`src/rtl/instr_fetch_unit.sv`:
```
// Fetch stage: holds the PC, issues one I-cache word request at a time and
// presents the returned word to decode until it is consumed or squashed.
module instr_fetch_unit #(
  parameter logic [31:0] RESET_PC  = 32'h0000_0000,
  parameter logic [31:0] NOP_INSTR = 32'h0000_0013
) (
  input  logic        clk,
  input  logic        reset_n,
  input  logic        stall,
  input  logic        redirect_en,
  input  logic [31:0] redirect_pc,
  output logic        imem_req,
  output logic [31:0] imem_addr,
  input  logic        imem_ready,
  input  logic        imem_rvalid,
  input  logic [31:0] imem_rdata,
  output logic        instr_valid,
  output logic [31:0] instruction,
  output logic [31:0] pc_out
);

  typedef enum logic [1:0] {IDLE, REQ, WAIT, HOLD} state_t;

  state_t      state;
  logic [31:0] pc;
  logic        drop;   // the outstanding response belongs to a redirected-away path
  logic [31:0] target;

  assign target    = {redirect_pc[31:2], 2'b00};
  assign imem_req  = (state == REQ);
  assign imem_addr = pc;

  // NOTE: all state uses non-blocking assignments so every branch below sees
  // the pre-edge values of state, pc and drop regardless of statement order.
  always_ff @(posedge clk or negedge reset_n) begin
    if (!reset_n) begin
      state       <= IDLE;
      pc          <= RESET_PC;
      drop        <= 1'b0;
      instr_valid <= 1'b0;
      instruction <= NOP_INSTR;
      pc_out      <= RESET_PC;
    end else if (redirect_en) begin
      pc <= target;
      case (state)
        IDLE: state <= REQ;
        REQ: begin
          if (imem_ready) begin
            state <= WAIT;
            drop  <= 1'b1;
          end
        end
        WAIT: begin
          if (imem_rvalid) begin
            state <= REQ;
            drop  <= 1'b0;
          end else begin
            drop  <= 1'b1;
          end
        end
        HOLD: begin
          instr_valid <= 1'b0;
          instruction <= NOP_INSTR;
          state       <= REQ;
        end
        default: state <= IDLE;
      endcase
    end else begin
      case (state)
        IDLE: state <= REQ;
        REQ: begin
          if (imem_ready) state <= WAIT;
        end
        WAIT: begin
          if (imem_rvalid) begin
            if (drop) begin
              drop  <= 1'b0;
              state <= REQ;
            end else begin
              instruction <= imem_rdata;
              pc_out      <= pc;
              pc          <= pc + 32'd4;
              instr_valid <= 1'b1;
              state       <= HOLD;
            end
          end
        end
        HOLD: begin
          if (!stall) begin
            instr_valid <= 1'b0;
            instruction <= NOP_INSTR;
            state       <= REQ;
          end
        end
        default: state <= IDLE;
      endcase
    end
  end

endmodule

```
`config.mk`:
```
export PLATFORM = sky130hd
export DESIGN_NAME = instr_fetch_unit
export DESIGN_NICKNAME = d
export VERILOG_FILES = /design/src/rtl/instr_fetch_unit.sv
export SDC_FILE = /design/constraint.sdc
export NUM_CORES = 1
export LEC_CHECK = 0
export ABC_AREA = 1
export CAP_MARGIN = 20
export CORE_UTILIZATION = 46
export DETAILED_ROUTE_END_ITERATION = 8
export PLACE_DENSITY = 0.81
export SYNTH_ARGS = -nofsm -noshare
export SYNTH_HDL_FRONTEND = slang
export SYNTH_SLANG_ARGS = --single-unit
```
`constraint.sdc`:
```
create_clock -name clk -period 1.86 [get_ports clk]
set_input_delay 0.186 -clock clk [delete_from_list [all_inputs] [get_ports clk]]
set_output_delay 0.186 -clock clk [all_outputs]
set_load 0.01 [all_outputs]
```
; ---- Word-level counts from Yosys, hierarchy flattened
; Cells that the tools add are included.
[op_classes]
bitwise = 2
n_addsub = 1
n_reduce_logical = 11
n_eq_ne = 10
n_mux = 30
[ops]
columns = cell, n
row1 = $mux W32, 9
row2 = $pmux W32 S2, 1
row3 = $add A32 B3 Y32 const B, 1
row4 = $mux W2, 6
row5 = $mux W1, 10
row6 = $ne A3 B3 Y1 const B, 3
row7 = $pmux W2 S4, 1
row8 = $reduce_and A4 Y1, 2
row9 = $reduce_bool A2 Y1, 4
row10 = $pmux W2 S3, 1
row11 = $reduce_and A5 Y1, 1
row12 = $eq A2 B2 Y1 const B, 2
row13 = $ne A2 B2 Y1 const B, 2
row14 = $pmux W1 S2, 2
row15 = $ne A3 B2 Y1 const B, 1
row16 = $reduce_and A3 Y1, 1
row17 = $eq A2 B1 Y1 const B, 1
row18 = $logic_not A2 Y1, 1
row19 = $ne A2 B1 Y1 const B, 1
row20 = $not A1 Y1, 2
row21 = $reduce_and A2 Y1, 1
row22 = $reduce_or A2 Y1, 1
[totals]
out_inout_bits = 98
ff_bits = 100
word_cells = 60

; ---- Depth between registers and ports, before layout
; Gate-level depths: netlist of run 1.
[depth]
ltp_word = 5
depth_mapped = 12
mapped_depth_nobuf = 11

; ---- Worst setup path before layout of run 1
; No wires, ideal clock.
[synth_timing]
path_kind = register to register
start = register pc[3], in the netlist imem_addr[3]
end = register pc[28], in the netlist imem_addr[28]
n_path_buf = 0
stages_incl_launch_ff = 11
arrival_time_ns = 1.426
slack_ns = 0.317
cell_sequence = dfrtp_1 > ha_1 > nand2_1 > nor2_1 > nand2_2 > nor2_1 > nand2_1 > nand2_1 > nand3_1 > nand2_1 > nand2_1
[synth_between]
elab_chain_cells = 5
[synth_lines]
columns = element, line
row1 = start: declaration, 25  ; logic [31:0] pc;
row2 = start signal: assignment, 44  ; pc <= target;
row3 = start signal: assignment, 82  ; pc <= pc + 32'd4;
row4 = $add A32 B3 Y32, 82
row5 = $mux W32, 76  ; if (drop) begin
row6 = $mux W32, 75  ; if (imem_rvalid) begin
row7 = $mux W32, 69  ; case (state)
row8 = $mux W32, 43  ; end else if (redirect_en) begin
; Every way passes these cells. The select of a mux whose other input is x is not followed.
; A chain may end at the register's enable or synchronous reset.

; ---- Worst setup path after layout of run 1
[layout_timing]
start = register state[0]
end = register pc[22], in the netlist imem_addr[22]
[layout_between]
elab_chain_cells = 3
[layout_lines]
columns = element, line
row1 = start: declaration, 24  ; state_t state;
row2 = start signal: assignment, 37  ; state <= IDLE;
row3 = start signal: assignment, 46  ; IDLE: state <= REQ;
row4 = start signal: assignment, 49  ; state <= WAIT;
row5 = $eq A2 B2 Y1, 69
row6 = $reduce_bool A2 Y1 (no source line), --
row7 = $reduce_and A3 Y1 (no source line), --
; Every way passes these cells.

==> run_results.csv, run 1 <==
group,metric,value,unit
yosys,yosys-top-cells-area,"sky130_fd_sc_hd__dfrtp_1 (48%), sky130_fd_sc_hd__nand2_1 (17%), sky130_fd_sc_hd__nand3_1 (6.9%), sky130_fd_sc_hd__nor2_1 (4.9%), sky130_fd_sc_hd__inv_1 (4.4%)",
die,core_area,9955,sq um
yosys,synth_edf_count,0,
worst_setup_path,timing.critical_path.from,"state[0]",
worst_setup_path,critPathMaxFanout,5,
worst_setup_path,biggest_cell_delay_along_the_critical_path,0.42,ns
power_and_ir_drop,leakage,0.003260,uW
worst_setup_path,reg2reg_from,"state[0]",
clock_tree,tritoncts.num_buffers,9,
yosys,seq_area_frac_synth,50.04,%
power_and_ir_drop,comb_power_share,40.0,%
die,placement_rows,36,
routing,detail_route.vias_per_cell,5.247,
power_and_ir_drop,power.net_switching,2478,uW
worst_setup_path,timing.critical_path.depth,11,
worst_setup_path,worst-setup-path-type,"reg2reg",
yosys,netlist_instances,630,
grt,grt_first_pass_wirelength,22550,um
yosys,synth.ff_latch_count,96,
sta,post_route_clock_period_utilization,92.76,%
placement,placed_area,6598,sq um
cells_and_area,diodes,0,
worst_setup_path,crit_arrival,1.97,ns
die,dieWidth,104.2,um
die,ports_placed_on_the_boundary,168,
worst_setup_path,cp-endpoint,"imem_addr[22]",
routing,route.vias.total,4901,
yosys,synthDominantAreaCellType,"sky130_fd_sc_hd__dfrtp_1",
clock_tree,cts_htree_levels,3,
sta,maxClockFrequency,579.6,MHz
status,status,"complete, no violations",
clock_tree,clock_latency,0.37,ns
grt,grt.total_usage,26.15,%
power_and_ir_drop,internal_power,4800,uW
yosys,ys_warn_count,0,
grt,vias_in_the_first_global_route,4545,
worst_setup_path,worst-r2r-setup-slack,0.13,ns
sta,timing.clock.skew,0.01431,ns
sta,final_critical_path_required_period,1.725,ns
worst_setup_path,cp.buffers_inverters,5,
placement,dp.final_hpwl,10240,um
routing,detail-route-antenna-nets,0,
die,die_outline_area,10870,sq um
routing,finalWirelength,14170,um
yosys,ys_top_cells_by_count,"sky130_fd_sc_hd__nand2_1 (224), sky130_fd_sc_hd__dfrtp_1 (93), sky130_fd_sc_hd__nand3_1 (66), sky130_fd_sc_hd__nor2_1 (63), sky130_fd_sc_hd__inv_1 (56)",
yosys,synth_top_area_share,48.40,%
sta,finalHoldViolations,0,
yosys,post_synthesis_mean_instance_area,7.632,sq um
grt,grt_antenna_before_repair,0,
run,cap_viol_max_count,0,
sta,setup-tns-final,0,ns
power_and_ir_drop,power-per-cell-area,1064,nW/um^2
sta,number_of_setup_violations_in_the_final_report,0,
power_and_ir_drop,switching_share,34.05,%
clock_tree,cts.sinks,96,
yosys,main_flop_type_after_synthesis,"sky130_fd_sc_hd__dfrtp_1",
yosys,synth_most_common_cell,"sky130_fd_sc_hd__nand2_1",
yosys,ys_async_sr_fraction,100.0,%
worst_setup_path,crit_path_start_kind,"flip-flop",
yosys,post_synthesis_cell_area,4808,sq um
placement,port_buffers,161,
routing,detailedRoute.firstIterationViolations,441,
cells_and_area,post_route_cells_drive_above_1_share,6.991,%
grt,grt_remaining_overflow,0,
sta,rsz0062_at_grt,"no",
worst_setup_path,crit_end_element,"flip-flop",
power_and_ir_drop,power.ir.vdd_worst,0.6419,mV
cells_and_area,design.final.nets,870,
cells_and_area,design_area,6840,sq um
grt,grt_max_degree,97,
worst_setup_path,crit-reg2reg-capture,"imem_addr[22]",
worst_setup_path,rr_worst_depth,11,
routing,remaining_drc_errors,0,
worst_setup_path,worstPathRequired,2.10,ns
routing,post_drt_wl_per_cell,15.17,um
hold_path,timing.hold.worst.class,"in2async",
die,die_height,104.2,um
clock_tree,ctsLongestPathBuffers,2,
sta,report.final.slew_viol_count,0,
yosys,yosysUniqueCellTypes,34,
clock_tree,root_buffer,"sky130_fd_sc_hd__clkbuf_8",
routing,drt_first_pass_iters,5,
power_and_ir_drop,pwr-share-clk,17.5,%
clock_tree,tritoncts_clock_tree,"built",
power_and_ir_drop,power.sequential.fraction,42.4,%
worst_setup_path,crit_slowest_cell,"sky130_fd_sc_hd__dfrtp_1",
placement,routabilityCongestion,0.9085,
sta,max_slew_margin,63.57,%
clock_tree,worst_setup_hold_path_clk_slew,0.09,ns
worst_setup_path,critPathMostFrequentCell,"sky130_fd_sc_hd__nand2_1",
cells_and_area,area.growth.synth_to_final,42.26,%
worst_setup_path,critical_path.top_delay_family,"buffers and inverters",
worst_setup_path,timing.critical_path.cells,"inv_2 > ha_2 > nand2_1 > inv_1 > nand2_1 > nand2_2 > clkinvlp_4 > buf_4 > buf_4 > nand2_1 > nand3_1",
die,floorplan.initialDensity,48.30,%
sta,worst_pin_slew,0.5464,ns
## area by class of cell
| type | count | area, sq um |
|---|---|---|
| timing repair buffer | 181 | 1824 |
| fill | 825 | 3114 |
| clock buffer | 15 | 166.4 |
| multi-input combinational | 448 | 2043 |
| tap | 133 | 166.4 |
| inverter | 60 | 229.0 |
| clock inverter | 1 | 5.005 |
| sequential | 96 | 2406 |
## through the flow
step                      total power, uW  util, %  setup WS (ns)  cells  hold WS (ns)
after CTS                            7276    68.10        0.03686    928        0.3659
after global placement               5907    66.28         0.1376    911        0.2806
after global routing                 7679    68.72       0.003836    934        0.3797
final                                7278    68.72         0.1346    934        0.3649
after detailed placement             6014    66.28        0.05898    911        0.2874
after floorplan                      4325        -         0.3171    633       -0.1096
## worst min path at each step
| stage | startpoint | endpoint | depth (start not counted) |
|---|---|---|---|
| after CTS | imem_rdata[6] | instruction[6] | 3 |
| after global routing | imem_rdata[12] | instruction[12] | 3 |
| after detailed placement | reset_n | pc_out[15] | 2 |
| final | reset_n | pc_out[15] | 3 |
| after global placement | reset_n | pc_out[29] | 2 |
| after floorplan | reset_n | drop | 0 |
## what timing repair did
action	4_1_cts	5_1_grt
buffers inserted	0	6
hold endpoints to repair	93	0
gates resized for setup	0	9
endpoints found under the setup margin	0	12
hold buffers	1	0
## state kept, by name, indices dropped and copies added, names as in the netlist
name / flops
drop: 1
instr_valid: 1
state: 2
imem_addr: 30
instruction: 32
pc_out: 30
## worst register-to-register path, cell delays in order, from the launching register on
cell,delay (ns)
sky130_fd_sc_hd__dfrtp_1,0.42
sky130_fd_sc_hd__inv_2,0.10
sky130_fd_sc_hd__ha_2,0.21
sky130_fd_sc_hd__nand2_1,0.07
sky130_fd_sc_hd__inv_1,0.08
sky130_fd_sc_hd__nand2_1,0.10
sky130_fd_sc_hd__nand2_2,0.12
sky130_fd_sc_hd__clkinvlp_4,0.09
sky130_fd_sc_hd__buf_4,0.16
sky130_fd_sc_hd__buf_4,0.13
sky130_fd_sc_hd__nand2_1,0.04
sky130_fd_sc_hd__nand3_1,0.08
## per-layer routing
layer / up-vias / GRT usage, % / share of wire, %
met4: 0 / 10.31 / 2.4
met1: 2313 / 35.16 / 41
met2: 236 / 43.00 / 49
li1: 2325 / - / -
met5: - / 0 / 0
met3: 27 / 3.321 / 7.1
## power by group through the flow
stage | Combinational [uW] | Clock, uW | Sequential [uW]
after floorplan | 978 | 0 | 3350
after CTS | 2920 | 1280 | 3080
after global placement | 2810 | 0 | 3100
after global routing | 3150 | 1370 | 3150
final | 2910 | 1280 | 3090
after detailed placement | 2900 | 0 | 3110
## cells in the final DEF, fill, tap and decap left out, types with 3 or more instances in the layout
cell type                         instances
sky130_fd_sc_hd__nand2_1                223
sky130_fd_sc_hd__dfrtp_1                 93
sky130_fd_sc_hd__nor2_1                  59
sky130_fd_sc_hd__conb_1                   4
sky130_fd_sc_hd__o21bai_1                 3
sky130_fd_sc_hd__buf_12                   5
sky130_fd_sc_hd__ha_1                     3
sky130_fd_sc_hd__inv_2                    5
sky130_fd_sc_hd__nand4_1                  5
sky130_fd_sc_hd__nand2_2                  5
sky130_fd_sc_hd__inv_1                   53
sky130_fd_sc_hd__dfstp_2                  3
sky130_fd_sc_hd__xor2_1                   5
sky130_fd_sc_hd__clkbuf_8                11
sky130_fd_sc_hd__o22a_1                   3
sky130_fd_sc_hd__o211ai_1                 6
sky130_fd_sc_hd__nand3_1                 65
sky130_fd_sc_hd__clkdlybuf4s50_1        159
sky130_fd_sc_hd__nor2_2                   6
sky130_fd_sc_hd__clkbuf_1                 4
sky130_fd_sc_hd__o21ai_0                 38
sky130_fd_sc_hd__buf_4                   14
sky130_fd_sc_hd__o221ai_1                 5
## cells by family after synthesis
logic type               count (synthesis)  synth area share (%)
AND/OR/NAND/NOR                        369                 31.54
adder cells (fa/ha/maj)                  4                 1.041
flip-flops                              96                 50.04
other                                    1               0.07799
XOR/XNOR                                 6                 1.093
buffers and inverters                   89                 8.119
AO/OA/AOI/OAI                           65                 8.093
Note: power is estimated with default switching activity, not from simulation.
==> run 2, diff against run 1 <==
--- a/config.mk
+++ b/config.mk
@@ -11,3 +11,3 @@
 export DETAILED_ROUTE_END_ITERATION = 8
-export PLACE_DENSITY = 0.81
+export PLACE_DENSITY = 0.9
 export SYNTH_ARGS = -nofsm -noshare
==> constraint.sdc (replaced) <==
create_clock -name clk -period 1.86 [get_ports clk]
set_input_delay 0.279 -clock clk [delete_from_list [all_inputs] [get_ports clk]]
set_output_delay 0.279 -clock clk [all_outputs]
set_load 0.01 [all_outputs]
==> run_results.csv, run 2 (same netlist as run 1, synthesis figures left out) <==
group,metric,value,unit
worst_setup_path,crit_arrival,1.49,ns
sta,setup-tns-final,0,ns
worst_setup_path,biggest_cell_delay_along_the_critical_path,0.60,ns
clock_tree,ctsLongestPathBuffers,2,
die,die_height,104.2,um
power_and_ir_drop,internal_power,4935,uW
worst_setup_path,cp.buffers_inverters,1,
sta,rsz0062_at_grt,"no",
cells_and_area,diodes,0,
grt,grt_first_pass_wirelength,23560,um
die,dieWidth,104.2,um
cells_and_area,number_of_flip_flops_under_the_largest_register_name,32,
worst_setup_path,worstPathRequired,1.58,ns
worst_setup_path,critical_path.top_delay_family,"buffers and inverters",
routing,drt_first_pass_iters,6,
placement,dp.final_hpwl,10550,um
worst_setup_path,crit_slowest_cell,"sky130_fd_sc_hd__clkdlybuf4s50_1",
placement,routabilityCongestion,0.8679,
die,die_outline_area,10870,sq um
power_and_ir_drop,comb_power_share,39.3,%
routing,remaining_drc_errors,0,
power_and_ir_drop,switching_share,33.88,%
grt,vias_in_the_first_global_route,4803,
power_and_ir_drop,power-per-cell-area,1087,nW/um^2
clock_tree,tritoncts.num_buffers,9,
routing,post_drt_wl_per_cell,15.49,um
cells_and_area,post_route_cells_drive_above_1_share,7.366,%
worst_setup_path,crit_path_start_kind,"flip-flop",
routing,detail-route-antenna-nets,0,
placement,port_buffers,161,
cells_and_area,area.growth.synth_to_final,42.75,%
cells_and_area,top_register,"instruction",
clock_tree,tritoncts_clock_tree,"built",
clock_tree,cts_htree_levels,3,
sta,final_critical_path_required_period,1.772,ns
sta,number_of_setup_violations_in_the_final_report,0,
sta,worst_hold_slack_after_final_layout,0.4593,ns
sta,timing.clock.skew,0.009294,ns
power_and_ir_drop,design_power_total,7463,uW
worst_setup_path,crit_end_element,"output pin",
clock_tree,clock_latency,0.37,ns
cells_and_area,layout.cells.most_common,"sky130_fd_sc_hd__nand2_1",
sta,report.final.slew_viol_count,0,
sta,maxClockFrequency,564.3,MHz
grt,grt.total_usage,27.26,%
grt,grt_remaining_overflow,0,
routing,route.vias.total,4984,
cells_and_area,most-common-layout-cells,"sky130_fd_sc_hd__nand2_1 (223), sky130_fd_sc_hd__clkdlybuf4s50_1 (159), sky130_fd_sc_hd__dfrtp_1 (93)",
status,status,"complete, no violations",
die,floorplan.initialDensity,48.30,%
routing,detailedRoute.firstIterationViolations,502,
grt,grt_antenna_before_repair,0,
worst_setup_path,critPathMaxFanout,7,
grt,grt_max_degree,97,
die,core_area,9955,sq um
cells_and_area,fillCellCount,753,
sta,post_route_clock_period_utilization,95.27,%
sta,worst_pin_slew,0.5197,ns
power_and_ir_drop,pwr-share-clk,19.1,%
power_and_ir_drop,leakage,0.003267,uW
cells_and_area,final_util,68.95,%
die,ports_placed_on_the_boundary,168,
power_and_ir_drop,power.sequential.fraction,41.5,%
cells_and_area,design_area,6864,sq um
hold_path,timing.hold.worst.class,"in2reg",
placement,placed_area,6615,sq um
cells_and_area,storage_element_area,2406,sq um
sta,max_slew_margin,65.35,%
sta,finalHoldViolations,0,
die,placement_rows,36,
cells_and_area,area_taken_by_multi_input_logic_gates,2046,sq um
run,cap_viol_max_count,0,
worst_setup_path,timing.critical_path.cells,"clkdlybuf4s50_1",
power_and_ir_drop,power.ir.vdd_worst,0.5432,mV
worst_setup_path,worst-setup-path-type,"reg2out",
clock_tree,cts.sinks,96,
clock_tree,worst_setup_hold_path_clk_slew,0.09,ns
routing,detail_route.vias_per_cell,5.336,
power_and_ir_drop,power.net_switching,2529,uW
routing,finalWirelength,14460,um
clock_tree,root_buffer,"sky130_fd_sc_hd__clkbuf_8",
cells_and_area,design.final.nets,870,
-- run 2: per-layer routing --
metal,vias up,wire (um),global-route usage [%]
li1,2318,-,-
met1,2331,5857,36.13
met2,276,7021,43.86
met3,59,1045,4.261
met4,0,537,12.96
met5,-,0,0
-- run 2: path summary, 6_finish.rpt --
path / cells past startpoint / endpoint / slack, ns / startpoint
max: 1 / imem_addr[18] / 0.09 / imem_addr[18]
min: 3 / instruction[10] / 0.46 / imem_rdata[10]
max reg2reg: 9 / imem_addr[15] / 0.12 / state[0]
min reg2reg: 2 / instruction[12] / 0.48 / instruction[12]
max in group asynchronous: 3 / instruction[1] / 0.95 / reset_n
min in group asynchronous: 3 / pc_out[26] / 0.48 / reset_n
-- run 2: layout make-up --
class	instances	share of cell area, %
flip-flops and latches	96	35.05
multi-input cells	448	29.80
repair buffers	181	26.38
inverters	60	3.336
well taps	133	2.424
clock buffers	12	2.260
clock inverters	4	0.7474
-- run 2: timing repair --
| item | CTS | global route |
|---|---|---|
| endpoints found under the hold margin | 91 | 0 |
| hold buffers | 1 | 0 |
| setup buffers | 0 | 2 |
| resized for setup | 2 | 7 |
| gates cloned | 0 | 0 |
| endpoints found under the setup margin | 2 | 16 |
| pin swaps | 0 | 1 |
-- run 2: power by group through the flow --
stage	Combinational, uW	Clock, uW	Sequential [uW]
2_1_floorplan	978	0	3350
3_3_place_gp	2790	0	3090
3_5_place_dp	2910	0	3130
4_1_cts	2910	1440	3090
5_1_grt	3180	1540	3170
6_report	2940	1430	3100
-- run 2: stage by stage --
step | setup WS (ns) | cells
floorplan | 0.3171 | 633
global placement | 0.01952 | 915
detailed placement | -0.03308 | 915
CTS | 0.01248 | 932
global route | 0.002433 | 934
finish | 0.08793 | 934
==> run 3, diff against run 2 <==
--- a/config.mk
+++ b/config.mk
@@ -11,3 +11,4 @@
 export DETAILED_ROUTE_END_ITERATION = 8
-export PLACE_DENSITY = 0.9
+export PLACE_DENSITY = 0.81
+export SKIP_LAST_GASP = 1
 export SYNTH_ARGS = -nofsm -noshare
==> constraint.sdc (replaced) <==
create_clock -name clk -period 1.86 [get_ports clk]
set_input_delay 0.372 -clock clk [delete_from_list [all_inputs] [get_ports clk]]
set_output_delay 0.372 -clock clk [all_outputs]
set_load 0.01 [all_outputs]
==> run_results.csv, run 3 (same netlist as run 1, synthesis figures left out) <==
group,metric,value,unit
status,status,"complete, no violations",
die,placement_rows,36,
cells_and_area,number_of_flip_flops_under_the_largest_register_name,32,
placement,routabilityCongestion,0.9069,
worst_setup_path,crit_path_start_kind,"flip-flop",
worst_setup_path,crit_arrival,1.45,ns
sta,final_critical_path_required_period,1.818,ns
worst_setup_path,critPathMaxFanout,6,
cells_and_area,most-common-layout-cells,"sky130_fd_sc_hd__nand2_1 (223), sky130_fd_sc_hd__clkdlybuf4s50_1 (156), sky130_fd_sc_hd__dfrtp_1 (91)",
placement,port_buffers,161,
routing,detailedRoute.firstIterationViolations,368,
worst_setup_path,crit-reg2reg-capture,"imem_addr[27]",
sta,timing.clock.skew,0.01314,ns
routing,route.vias.total,4958,
clock_tree,cts_htree_levels,3,
clock_tree,tritoncts_clock_tree,"built",
power_and_ir_drop,power.ir.vdd_worst,0.5908,mV
grt,grt_max_degree,65,
power_and_ir_drop,power.net_switching,2540,uW
cells_and_area,post_route_cells_drive_above_1_share,8.055,%
die,floorplan.initialDensity,48.30,%
run,cap_viol_max_count,0,
die,dieWidth,104.2,um
sta,rsz0062_at_grt,"yes",
worst_setup_path,worstPathRequired,1.49,ns
die,die_outline_area,10870,sq um
cells_and_area,design_area,6925,sq um
placement,dp.final_hpwl,10590,um
clock_tree,ctsLongestPathBuffers,2,
routing,detail_route.vias_per_cell,5.274,
routing,finalWirelength,14460,um
worst_setup_path,worst-setup-path-type,"reg2out",
cells_and_area,layout.cells.most_common,"sky130_fd_sc_hd__nand2_1",
clock_tree,worst_setup_hold_path_clk_slew,0.10,ns
die,die_height,104.2,um
sta,post_route_clock_period_utilization,97.73,%
worst_setup_path,timing.critical_path.cells,"clkdlybuf4s50_1",
grt,grt_remaining_overflow,0,
clock_tree,cts.sinks,96,
clock_tree,tritoncts.num_buffers,9,
grt,grt_antenna_before_repair,0,
power_and_ir_drop,pwr-share-clk,19.5,%
worst_setup_path,worst-r2r-setup-slack,0.09,ns
sta,finalHoldViolations,0,
die,ports_placed_on_the_boundary,168,
worst_setup_path,crit_slowest_cell,"sky130_fd_sc_hd__clkdlybuf4s50_1",
routing,detail-route-antenna-nets,0,
clock_tree,clock_latency,0.37,ns
sta,report.final.slew_viol_count,0,
grt,grt.total_usage,26.94,%
sta,worst_hold_slack_after_final_layout,0.4297,ns
die,core_area,9955,sq um
sta,maxClockFrequency,550.1,MHz
power_and_ir_drop,internal_power,4941,uW
worst_setup_path,reg2reg_from,"state[0]",
routing,post_drt_wl_per_cell,15.39,um
power_and_ir_drop,switching_share,33.95,%
grt,grt_first_pass_wirelength,23250,um
worst_setup_path,crit_end_element,"output pin",
cells_and_area,design.final.nets,876,
hold_path,timing.hold.worst.class,"in2async",
sta,number_of_setup_violations_in_the_final_report,0,
worst_setup_path,critical_path.top_delay_family,"buffers and inverters",
cells_and_area,top_register,"instruction",
routing,drt_first_pass_iters,6,
worst_setup_path,biggest_cell_delay_along_the_critical_path,0.59,ns
grt,vias_in_the_first_global_route,4772,
placement,placed_area,6650,sq um
power_and_ir_drop,comb_power_share,39.1,%
routing,remaining_drc_errors,0,
power_and_ir_drop,power.sequential.fraction,41.4,%
power_and_ir_drop,power-per-cell-area,1080,nW/um^2
cells_and_area,diodes,0,
worst_setup_path,rr_worst_depth,11,
worst_setup_path,cp.buffers_inverters,1,
power_and_ir_drop,leakage,0.003294,uW
cells_and_area,area.growth.synth_to_final,44.03,%
clock_tree,root_buffer,"sky130_fd_sc_hd__clkbuf_8",
## run 3: area by class of cell
| type | instances | area, sq um |
|---|---|---|
| flip-flops and latches | 96 | 2409 |
| repair buffers | 187 | 1873 |
| multi-input cells | 448 | 2041 |
| inverters | 60 | 229.0 |
| fillers | 799 | 3029 |
| clock inverters | 4 | 52.55 |
| well taps | 133 | 166.4 |
| clock buffers | 12 | 155.1 |
## run 3: worst max path at each step
stage	endpoint	cells after the start	startpoint
final	imem_addr[10]	1	imem_addr[10]
after global routing	imem_addr[27]	11	state[0]
after CTS	instruction[4]	1	instruction[4]
after detailed placement	instruction[4]	8	redirect_en
after global placement	instruction[4]	8	redirect_en
after floorplan	imem_addr[28]	10	imem_addr[3]
## run 3: stage by stage
stage               utilization, %  setup slack [ns]  instances  power (uW)  TNS, ns
floorplan                        -            0.3171        633        4325        0
global placement             66.80          -0.04113        918        5928  -0.1214
detailed placement           66.80          -0.09672        918        6051  -0.2717
CTS                          68.99           0.01038        935        7509        0
global route                 69.57          -0.02940        940        7905  -0.1401
finish                       69.57           0.04222        940        7481        0
## run 3: per-layer routing
| metal | global-route usage [%] | routed length, um | up-vias |
|---|---|---|---|
| met4 | 10.61 | 384 | 0 |
| li1 | - | - | 2339 |
| met1 | 34.90 | 6050 | 2359 |
| met3 | 4.574 | 1057 | 37 |
| met2 | 45.05 | 6971 | 223 |
| met5 | 0 | 0 | - |
## run 3: power groups by stage
stage                     Clock (uW)  Combinational, uW  Sequential, uW
final                           1460               2930            3100
after detailed placement           0               2920            3130
after floorplan                    0                978            3350
after global placement             0               2830            3100
after global routing            1540               3180            3180
after CTS                       1480               2940            3090
## run 3: repair_timing
| item | 4_1_cts | 5_1_grt |
|---|---|---|
| hold buffers | 1 | 0 |
| resized for setup | 2 | 11 |
| buffers inserted | 0 | 5 |
| setup endpoints to repair | 2 | 20 |
| hold endpoints to repair | 17 | 0 |
